--- config.mk ---
export PLATFORM = sky130hd
export DESIGN_NAME = jzjpcc_mem_arbiter
export DESIGN_NICKNAME = d
export VERILOG_FILES = /design/src/rtl/jzjpcc_mem_arbiter.sv
export SDC_FILE = /design/constraint.sdc
export NUM_CORES = 1
export LEC_CHECK = 0
export ABC_AREA = 0
export CORE_ASPECT_RATIO = 2
export CORE_MARGIN = 5
export CORE_UTILIZATION = 45
export DETAILED_ROUTE_END_ITERATION = 12
export DONT_BUFFER_PORTS = 1
export GPL_ROUTABILITY_DRIVEN = 0
export PLACE_DENSITY = 0.7
export SETUP_SLACK_MARGIN = 0.2
export SLEW_MARGIN = 20
export SYNTH_ARGS = -nofsm -noshare
export SYNTH_HDL_FRONTEND = slang
export SYNTH_SLANG_ARGS = --single-unit
--- constraint.sdc ---
create_clock -name clock -period 7.2 [get_ports clock]
set_input_delay 1.44 -clock clock [delete_from_list [all_inputs] [get_ports clock]]
set_output_delay 1.44 -clock clock [all_outputs]
set_load 0.005 [all_outputs]
--- src/rtl/jzjpcc_mem_arbiter.sv ---
// Shares the single memory port between instruction fetch and execute-stage data accesses.
// One transaction in flight; data has priority, with a starvation counter forcing fetch through.
module jzjpcc_mem_arbiter #(
    parameter int unsigned PC_MAX_B     = 15,
    parameter int unsigned STARVE_LIMIT = 4
) (
    input  logic              clock,
    input  logic              reset,

    input  logic              fetch_req,
    input  logic [PC_MAX_B:2] fetch_addr,
    output logic              fetch_gnt,
    output logic              fetch_rvalid,
    output logic [31:0]       fetch_rdata,

    input  logic              data_req,
    input  logic              data_we,
    input  logic [29:0]       data_addr,
    input  logic [31:0]       data_wdata,
    input  logic [3:0]        data_be,
    output logic              data_gnt,
    output logic              data_rvalid,
    output logic [31:0]       data_rdata,

    output logic              mem_req,
    output logic              mem_we,
    output logic [29:0]       mem_addr,
    output logic [31:0]       mem_wdata,
    output logic [3:0]        mem_be,
    input  logic              mem_ack,
    input  logic [31:0]       mem_rdata
);

    localparam logic [3:0] Limit = 4'(STARVE_LIMIT);

    typedef enum logic [1:0] {
        StIdle,
        StBusyFetch,
        StBusyData,
        StResp
    } state_e;

    state_e      state_q, state_d;
    logic [3:0]  starve_q, starve_d;
    logic        mem_req_q, mem_req_d;
    logic        mem_we_q, mem_we_d;
    logic [29:0] mem_addr_q, mem_addr_d;
    logic [31:0] mem_wdata_q, mem_wdata_d;
    logic [3:0]  mem_be_q, mem_be_d;
    logic        fetch_rvalid_q, fetch_rvalid_d;
    logic        data_rvalid_q, data_rvalid_d;
    logic [31:0] fetch_rdata_q, fetch_rdata_d;
    logic [31:0] data_rdata_q, data_rdata_d;

    logic idle;
    logic data_wins;

    assign idle      = (state_q == StIdle);
    assign data_wins = data_req && !(fetch_req && (starve_q == Limit));

    // Grants are combinational; masked while reset is held so every output reads 0.
    assign data_gnt  = idle && data_wins && !reset;
    assign fetch_gnt = idle && !data_wins && fetch_req && !reset;

    always_comb begin
        state_d        = state_q;
        starve_d       = starve_q;
        mem_req_d      = mem_req_q;
        mem_we_d       = mem_we_q;
        mem_addr_d     = mem_addr_q;
        mem_wdata_d    = mem_wdata_q;
        mem_be_d       = mem_be_q;
        fetch_rvalid_d = 1'b0;
        data_rvalid_d  = 1'b0;
        fetch_rdata_d  = fetch_rdata_q;
        data_rdata_d   = data_rdata_q;

        unique case (state_q)
            StIdle: begin
                if (data_wins) begin
                    state_d     = StBusyData;
                    mem_req_d   = 1'b1;
                    mem_we_d    = data_we;
                    mem_addr_d  = data_addr;
                    mem_wdata_d = data_wdata;
                    mem_be_d    = data_be;
                    if (fetch_req) begin
                        starve_d = (starve_q >= Limit) ? Limit : starve_q + 4'd1;
                    end else begin
                        starve_d = 4'd0;
                    end
                end else if (fetch_req) begin
                    state_d     = StBusyFetch;
                    mem_req_d   = 1'b1;
                    mem_we_d    = 1'b0;
                    mem_addr_d  = 30'(fetch_addr);
                    mem_wdata_d = 32'd0;
                    mem_be_d    = 4'b1111;
                    starve_d    = 4'd0;
                end else begin
                    starve_d = 4'd0;
                end
            end
            StBusyFetch: begin
                if (mem_ack) begin
                    state_d        = StResp;
                    mem_req_d      = 1'b0;
                    fetch_rdata_d  = mem_rdata;
                    fetch_rvalid_d = 1'b1;
                end
            end
            StBusyData: begin
                if (mem_ack) begin
                    state_d       = StResp;
                    mem_req_d     = 1'b0;
                    data_rdata_d  = mem_rdata;
                    data_rvalid_d = 1'b1;
                end
            end
            StResp: begin
                state_d = StIdle;
            end
            default: begin
                state_d = StIdle;
            end
        endcase
    end

    always_ff @(posedge clock or posedge reset) begin
        if (reset) begin
            state_q        <= StIdle;
            starve_q       <= 4'd0;
            mem_req_q      <= 1'b0;
            mem_we_q       <= 1'b0;
            mem_addr_q     <= 30'd0;
            mem_wdata_q    <= 32'd0;
            mem_be_q       <= 4'd0;
            fetch_rvalid_q <= 1'b0;
            data_rvalid_q  <= 1'b0;
            fetch_rdata_q  <= 32'd0;
            data_rdata_q   <= 32'd0;
        end else begin
            state_q        <= state_d;
            starve_q       <= starve_d;
            mem_req_q      <= mem_req_d;
            mem_we_q       <= mem_we_d;
            mem_addr_q     <= mem_addr_d;
            mem_wdata_q    <= mem_wdata_d;
            mem_be_q       <= mem_be_d;
            fetch_rvalid_q <= fetch_rvalid_d;
            data_rvalid_q  <= data_rvalid_d;
            fetch_rdata_q  <= fetch_rdata_d;
            data_rdata_q   <= data_rdata_d;
        end
    end

    assign mem_req      = mem_req_q;
    assign mem_we       = mem_we_q;
    assign mem_addr     = mem_addr_q;
    assign mem_wdata    = mem_wdata_q;
    assign mem_be       = mem_be_q;
    assign fetch_rvalid = fetch_rvalid_q;
    assign fetch_rdata  = fetch_rdata_q;
    assign data_rvalid  = data_rvalid_q;
    assign data_rdata   = data_rdata_q;

endmodule

==> impl_metrics.yaml, run 1 <==
worst_setup_path:
  max_stage_delay_ns: 0.70
  crit_arrival_ns: 3.06
  critPathBufInv: 0
  cpMaxStageDelayCell: "and2_1"
  crit_family: "simple AND/OR/NAND/NOR gates"
  r2r_slack_ns: 4.75
  cp-start-kind: "primary input"
  cp_cell_sequence: "nand4b_1, and2_1, nor3_2"
  required_ns: 5.76
  cp_max_fo: 20
  end_kind: "primary output"
  path_class: "primary input to primary output"
sta:
  setup_violations: 0
  fin_setup_tns_ns: 0
  hold_viol_final: 0
  worstMarginPinSlew_ns: 0.900
  slew_headroom_pct: 40.0
  setup_slack_ns: 2.70
  slew_viol_final: 0
  max_freq_mhz: 222
  skew_ns: 0.0135
  fin_crit_sh_pct: 62.6
  grt_setup_unrepaired: "false"
  min_period_ns: 4.50
global_route:
  grt_max_degree: 85
  grtUsageTotal_pct: 18.0
  antenna_found_initial: 0
  overflow: 0
  grt_pass1_wl_um: 20200
  first_global_vias: 3560
clocking:
  numCtsBuffers: 17
  ctsHtreeMaxLevel: 4
  cts_tree: "built"
  post_cts_resized: 0
  path_clk_slew_ns: 0.05
  cts-root-buf: "clkbuf_16"
  numClockSinks: 140
  post-cts-setup-buffers: 0
  cts_buffer_depth: 2
  postCtsHoldBufs: 0
  clkLatencyLatePin_ns: 0.41
floorplanning:
  dieArea_um2: 14700
  initial_utilization_pct: 45.7
  chipHeight_um: 166
  core_area_um2: 12100
  die_w_um: 88.2
  num_rows: 57
  io_pins: 254
detailed_routing:
  firstDrtPassIters: 4
  wl_met3_um: 1290
  via_per_inst: 5.98
  wl_met1_um: 4160
  drcViolationCount: 0
  first_iter_violations: 178
  routed_wirelength_um: 13000
  vias: 3246
  dr_wl_met2_um: 7170
  ant_nets: 0
  top_layer: "met4"
  drt-wirelength-per-cell_um: 24.0
yosys:
  ys.flop_type: "dfrtp_1"
  yosys_warnings: 0
  async_flop_share_pct: 100
  ys_types: 31
  synth.avg_cell_area_um2: 14.2
  synth_seq_area_share_pct: 63.6
  netlist.top_cell.by_area: "dfrtp_1"
  synth_nets: 514
  netlist.area_leader.share_pct: 63.6
  synthTopCellsByArea: "dfrtp_1 64%, mux2_2 13%, a22o_1 7.8%, nand2_1 2.2%, o211ai_2 2.0%"
  syn_area_um2: 5510
  ys_seq_elements: 140
  synth-edff-count: 0
  synth_cells: 389
status:
  status: "finished clean"
worst_hold_path:
  hold_path.class: "flip-flop to flip-flop"
cells_and_area:
  design_area_um2: 6180
  nets: 508
  area_growth_pct: 12.2
  layout-drive-gt1-share_pct: 28.8
  final_cells: 543
  diodes: 0
placed_design:
  dp_slack_ns: 2.72
  place.detailed.hpwl_um: 9500
  place_inst: 511
  io_buffers: 0
  placed_cell_area_um2: 5590
power_and_ir_drop:
  pwr_density_cell_nw_per_um2: 494
  p_leak_nw: 2.80
  ir_drop_mv: 0.219
job:
  maxCapViolCount: 0
state kept, by name (all words and copies together), names as in the netlist:
register / count
data_rdata: 32
fetch_rdata: 32
mem_wdata: 32
mem_addr: 30
mem_be: 4
starve_q: 4
state_q: 2
data_rvalid: 1
fetch_rvalid: 1
mem_req: 1
mem_we: 1
metrics by stage:
| stage | total power, mW | util, % | hold WS (ns) |
|---|---|---|---|
| after global routing | 3.23 | 51.3 | 0.548 |
| final | 3.06 | 51.3 | 0.527 |
| after CTS | 3.10 | 51.3 | 0.529 |
| after detailed placement | 2.21 | 46.3 | 0.515 |
| after floorplan | 1.99 | - | 0.483 |
| after global placement | 2.15 | 46.3 | 0.511 |
cell usage after synthesis (5+ instances only):
cell	instances
clkbuf_1	9
inv_1	8
mux2_2	66
buf_2	16
a22o_1	49
dfrtp_1	140
o211ai_1	5
o211ai_2	9
ha_1	7
nand4_1	14
nand2_1	32
area by class of cell:
cell class,count,area (um^2)
timing repair buffer,5,37.5
clock buffer,19,443
clock inverter,13,156
sequential,140,3500
fill,1034,5870
inverter,8,35.0
tap,147,184
multi-input combinational,211,1830
power breakdown:
group	internal (mW)	leakage (nW)	switching [mW]
combinational	0.380	0.805	0.330
sequential	1.15	1.72	0.317
clock	0.529	0.281	0.348
cell families (layout without fill, tap and decap cells):
kind of cell	count (synthesis)	after routing	synth area share (%)
adder cells (fa/ha/maj)	7	7	1.59
AO/OA/AOI/OAI	77	77	12.4
AND/OR/NAND/NOR	60	60	5.36
multiplexers	67	67	13.7
buffers and inverters	38	45	3.43
flip-flops	140	140	63.6
layout by cell type (no fill, tap or decap), types with 2 or more instances in the layout:
cell type and count:
dfrtp_1 140, mux2_2 66, a22o_1 49, nand2_1 32, clkbuf_16 17, nand4_1 14, o211ai_2 9, inv_1 7
ha_1 7, inv_6 5, o211ai_1 5, buf_4 5, o22a_1 4, nor2_1 4, clkinvlp_4 4, nand3_1 2
o21a_1 2, o31ai_1 2, nor2b_1 2, a31oi_1 2, a21oi_1 2, inv_8 2, bufinv_16 2
routing by layer:
metal  vias up  GRT usage [%]
met5         -              0
met4         0           8.62
met3        28           7.32
met2       187           30.4
met1      1636           19.0
li1       1395              -
worst paths after layout:
kind                              startpoint               to  depth (start not counted)
worst max-delay path               fetch_req        fetch_gnt                          3
worst min-delay path            mem_wdata[4]     mem_wdata[4]                          1
worst max register to register   starve_q[0]     mem_addr[26]                          6
worst min register to register  mem_wdata[4]     mem_wdata[4]                          1
max in group asynchronous              reset  fetch_rdata[15]                          2
min in group asynchronous              reset      mem_addr[1]                          1
No activity file was read; power rests on OpenSTA's default activity.
==> run 2, diff against run 1 <==
Clock period 7.2 ns to 4.6 ns, I/O delays scaled along.
==> impl_metrics.yaml, run 2 (synthesis gave the netlist of run 1 again) <==
cells_and_area:
  nets: 512
  mostFrequentLayoutCells: "140 x dfrtp_1, 66 x mux2_2, 49 x a22o_1, 32 x nand2_1, 17 x clkbuf_16"
  layout-drive-gt1-share_pct: 29.3
  fillers: 1022
  design_area_um2: 6220
  area_growth_pct: 12.8
  diodes: 0
  multi_input_area_um2: 1830
  regArea_um2: 3500
  layout_commonest_cell: "dfrtp_1"
power_and_ir_drop:
  pwr_density_cell_nw_per_um2: 760
  ir_drop_mv: 0.379
  p_leak_nw: 2.82
detailed_routing:
  routed_wirelength_um: 12700
  vias: 3259
  drt-wirelength-per-cell_um: 23.3
  ant_nets: 0
  via_per_inst: 5.97
  firstDrtPassIters: 4
  drcViolationCount: 0
  first_iter_violations: 93
placed_design:
  placed_cell_area_um2: 5610
  place.detailed.hpwl_um: 9330
  io_buffers: 0
worst_setup_path:
  crit_arrival_ns: 1.92
  cp_max_fo: 15
  max_stage_delay_ns: 0.64
  r2r_end: "state_q[0]"
  cp_cell_sequence: "inv_1, ha_1, nand4b_1, and2_1, nor3_2"
  r2r_start: "state_q[0]"
  path_class: "flip-flop to primary output"
  critPathBufInv: 1
  r2r_slack_ns: 2.59
  worstRegToRegCells: 6
  cpMaxStageDelayCell: "and2_1"
  end_kind: "primary output"
  cp-start-kind: "flip-flop"
  required_ns: 3.68
  crit_family: "simple AND/OR/NAND/NOR gates"
clocking:
  numClockSinks: 140
  cts-root-buf: "clkbuf_16"
  clkLatencyLatePin_ns: 0.41
  path_clk_slew_ns: 0.07
  cts_tree: "built"
  post-cts-setup-buffers: 0
  cts_buffer_depth: 2
  numCtsBuffers: 17
  ctsHtreeMaxLevel: 4
  post_cts_resized: 0
  postCtsHoldBufs: 0
floorplanning:
  io_pins: 254
  initial_utilization_pct: 45.7
  die_w_um: 88.2
  num_rows: 57
  dieArea_um2: 14700
  chipHeight_um: 166
  core_area_um2: 12100
worst_hold_path:
  hold_path.class: "primary input to asynchronous set/reset pin"
global_route:
  grt_max_degree: 80
  grt_pass1_wl_um: 20000
  antenna_found_initial: 0
  use_met3_pct: 6.43
  met2_usage_pct: 30.1
  overflow: 0
  grt-busiest-layer: "met2"
  grtUsageTotal_pct: 17.8
  first_global_vias: 3548
  use_met1_pct: 19.6
sta:
  fin_setup_tns_ns: 0
  slew_headroom_pct: 48.6
  hold_viol_final: 0
  fin_crit_sh_pct: 61.6
  skew_ns: 0.0103
  setup_violations: 0
  worstMarginPinSlew_ns: 0.772
  slew_viol_final: 0
  grt_setup_unrepaired: "false"
  max_freq_mhz: 353
  min_period_ns: 2.84
job:
  maxCapViolCount: 0
status:
  status: "finished clean"
-- run 2: cell count changes in the layout (fill, tap and decap cells not counted) --
cell,previous run,this run
inv_6,5,3
buf_4,5,8
inv_8,2,0
clkinv_4,1,2
buf_16,0,1
clkinv_2,0,1
clkinvlp_4,4,5
-- run 2: layer usage --
metal  wire, um  up-vias
met2       7020      167
met3       1160       20
met1       4250     1668
met5          0        -
met4        294        0
li1           -     1404
-- run 2: stage by stage --
| stage | power [mW] | setup WS [ns] | instances | hold slack [ns] | util [%] |
|---|---|---|---|---|---|
| 3_5_place_dp | 3.45 | 1.91 | 514 | 0.509 | 46.5 |
| 2_1_floorplan | 3.11 | 1.78 | 389 | 0.483 | - |
| 3_3_place_gp | 3.37 | 1.95 | 514 | 0.511 | 46.5 |
| 5_1_grt | 5.02 | 1.65 | 546 | 0.440 | 51.6 |
| 4_1_cts | 4.79 | 1.75 | 545 | 0.529 | 51.3 |
| 6_report | 4.73 | 1.76 | 546 | 0.434 | 51.6 |
-- run 2: how the worst max path moves through the flow --
stage / startpoint / end / slack [ns] / cells after the start
after floorplan: fetch_req / fetch_gnt / 1.78 / 7
after global placement: fetch_req / fetch_gnt / 1.95 / 3
after detailed placement: fetch_req / fetch_gnt / 1.91 / 3
after CTS: starve_q[0] / fetch_gnt / 1.75 / 5
after global routing: starve_q[0] / fetch_gnt / 1.65 / 5
final: starve_q[0] / fetch_gnt / 1.76 / 5
-- run 2: final cells by class --
type / instances / area share [%]
sequential: 140 / 56.4
multi-input combinational: 211 / 29.4
clock buffer: 19 / 7.13
tap: 147 / 2.96
clock inverter: 12 / 2.23
timing repair buffer: 9 / 1.41
inverter: 8 / 0.543
-- run 2: power breakdown --
part / switching (mW) / internal [mW]
clock: 0.515 / 0.815
sequential: 0.487 / 1.80
combinational: 0.506 / 0.599
==> run 3, diff against run 2 <==
Settings changed: PLACE_DENSITY 0.7 to 0.72.
Clock period 4.6 ns to 2.6 ns, I/O delays scaled along.
==> impl_metrics.yaml, run 3 (synthesis gave the netlist of run 1 again) <==
floorplanning:
  core_area_um2: 12100
  initial_utilization_pct: 45.7
  die_w_um: 88.2
  chipHeight_um: 166
  dieArea_um2: 14700
  io_pins: 254
  num_rows: 57
sta:
  max_freq_mhz: 453
  grt_setup_unrepaired: "false"
  slew_headroom_pct: 60.3
  worstMarginPinSlew_ns: 0.596
  setup_slack_ns: 0.393
  skew_ns: 0.0110
  fin_crit_sh_pct: 84.9
  slew_viol_final: 0
  fin_setup_tns_ns: 0
  hold-worst-slack_ns: 0.0384
  setup_violations: 0
  hold_viol_final: 0
  min_period_ns: 2.21
worst_setup_path:
  critPathBufInv: 1
  cp_max_fo: 12
  cp_cell_sequence: "inv_1, ha_2, nand3_1, nor2_1"
  cpMaxStageDelayCell: "dfrtp_1"
  required_ns: 2.08
  max_stage_delay_ns: 0.40
  path_class: "flip-flop to primary output"
  crit_arrival_ns: 1.69
  crit_family: "simple AND/OR/NAND/NOR gates"
  cp-start-kind: "flip-flop"
  end_kind: "primary output"
global_route:
  antenna_found_initial: 0
  grt_pass1_wl_um: 20300
  overflow: 0
  grt_max_degree: 58
  first_global_vias: 3749
  grtUsageTotal_pct: 17.8
job:
  maxCapViolCount: 0
detailed_routing:
  vias: 3272
  ant_nets: 0
  first_iter_violations: 127
  routed_wirelength_um: 12900
  drt-wirelength-per-cell_um: 23.4
  via_per_inst: 5.93
  firstDrtPassIters: 4
  drcViolationCount: 0
status:
  status: "finished clean"
clocking:
  cts_tree: "built"
  cts-root-buf: "clkbuf_16"
  postCtsHoldBufs: 0
  ctsHtreeMaxLevel: 4
  clkLatencyLatePin_ns: 0.40
  numCtsBuffers: 17
  cts_buffer_depth: 2
  path_clk_slew_ns: 0.06
  numClockSinks: 140
cells_and_area:
  mostFrequentLayoutCells: "140 x dfrtp_1, 66 x mux2_2, 49 x a22o_1, 32 x nand2_1, 17 x clkbuf_16"
  design_area_um2: 6320
  diodes: 0
  layout_commonest_cell: "dfrtp_1"
  nets: 517
  layout-drive-gt1-share_pct: 30.9
  area_growth_pct: 14.7
  final_cells: 552
power_and_ir_drop:
  ir_drop_mv: 0.659
  p_leak_nw: 2.87
  pwr_density_cell_nw_per_um2: 1360
placed_design:
  dp_slack_ns: 0.399
  place_inst: 517
  io_buffers: 0
  placed_cell_area_um2: 5660
  place.detailed.hpwl_um: 9490
worst_hold_path:
  hold_path.class: "primary input to asynchronous set/reset pin"
## run 3: metal layers
metal / share of wire [%] / GRT usage (%) / vias to the layer above
met3: 8.4 / 5.39 / 26
met1: 34 / 19.1 / 1655
met5: 0 / 0 / -
met4: 2.8 / 8.55 / 0
met2: 55 / 30.9 / 166
li1: - / - / 1425
## run 3: where the power goes
part,internal (mW),switching [mW]
Sequential,3.19,0.862
Clock,1.56,0.947
Combinational,1.12,0.929
## run 3: worst paths after layout
path	startpoint	end	slack (ns)	cells past startpoint
worst min register to register	mem_addr[29]	mem_addr[29]	0.53	1
worst max-delay path	state_q[1]	data_gnt	0.39	4
max in group asynchronous	reset	data_rdata[3]	1.89	2
worst max register to register	state_q[1]	mem_addr[12]	0.52	6
worst min-delay path	reset	mem_addr[5]	0.04	1
min in group clock	data_wdata[28]	mem_wdata[28]	0.25	1
## run 3: final cells by class
cell class	count	area [um^2]
Fill cell	1007	5730
Sequential cell	140	3500
Multi-Input combinational cell	211	1830
Clock buffer	19	443
Tap cell	147	184
Clock inverter	13	179
Timing Repair Buffer	14	150
Inverter	8	33.8
## run 3: timing repair
item,in CTS,in global routing
buffers inserted,2,0
endpoints found under the setup margin,2,6
endpoints found under the hold margin,0,0
resized for setup,0,1
pin swaps,1,0
## run 3: per-stage QoR
step	utilization [%]	total power, mW
5_1_grt	52.5	9.14
3_5_place_dp	46.9	6.14
3_3_place_gp	46.9	5.97
4_1_cts	52.2	8.67
2_1_floorplan	-	5.50
6_report	52.5	8.61
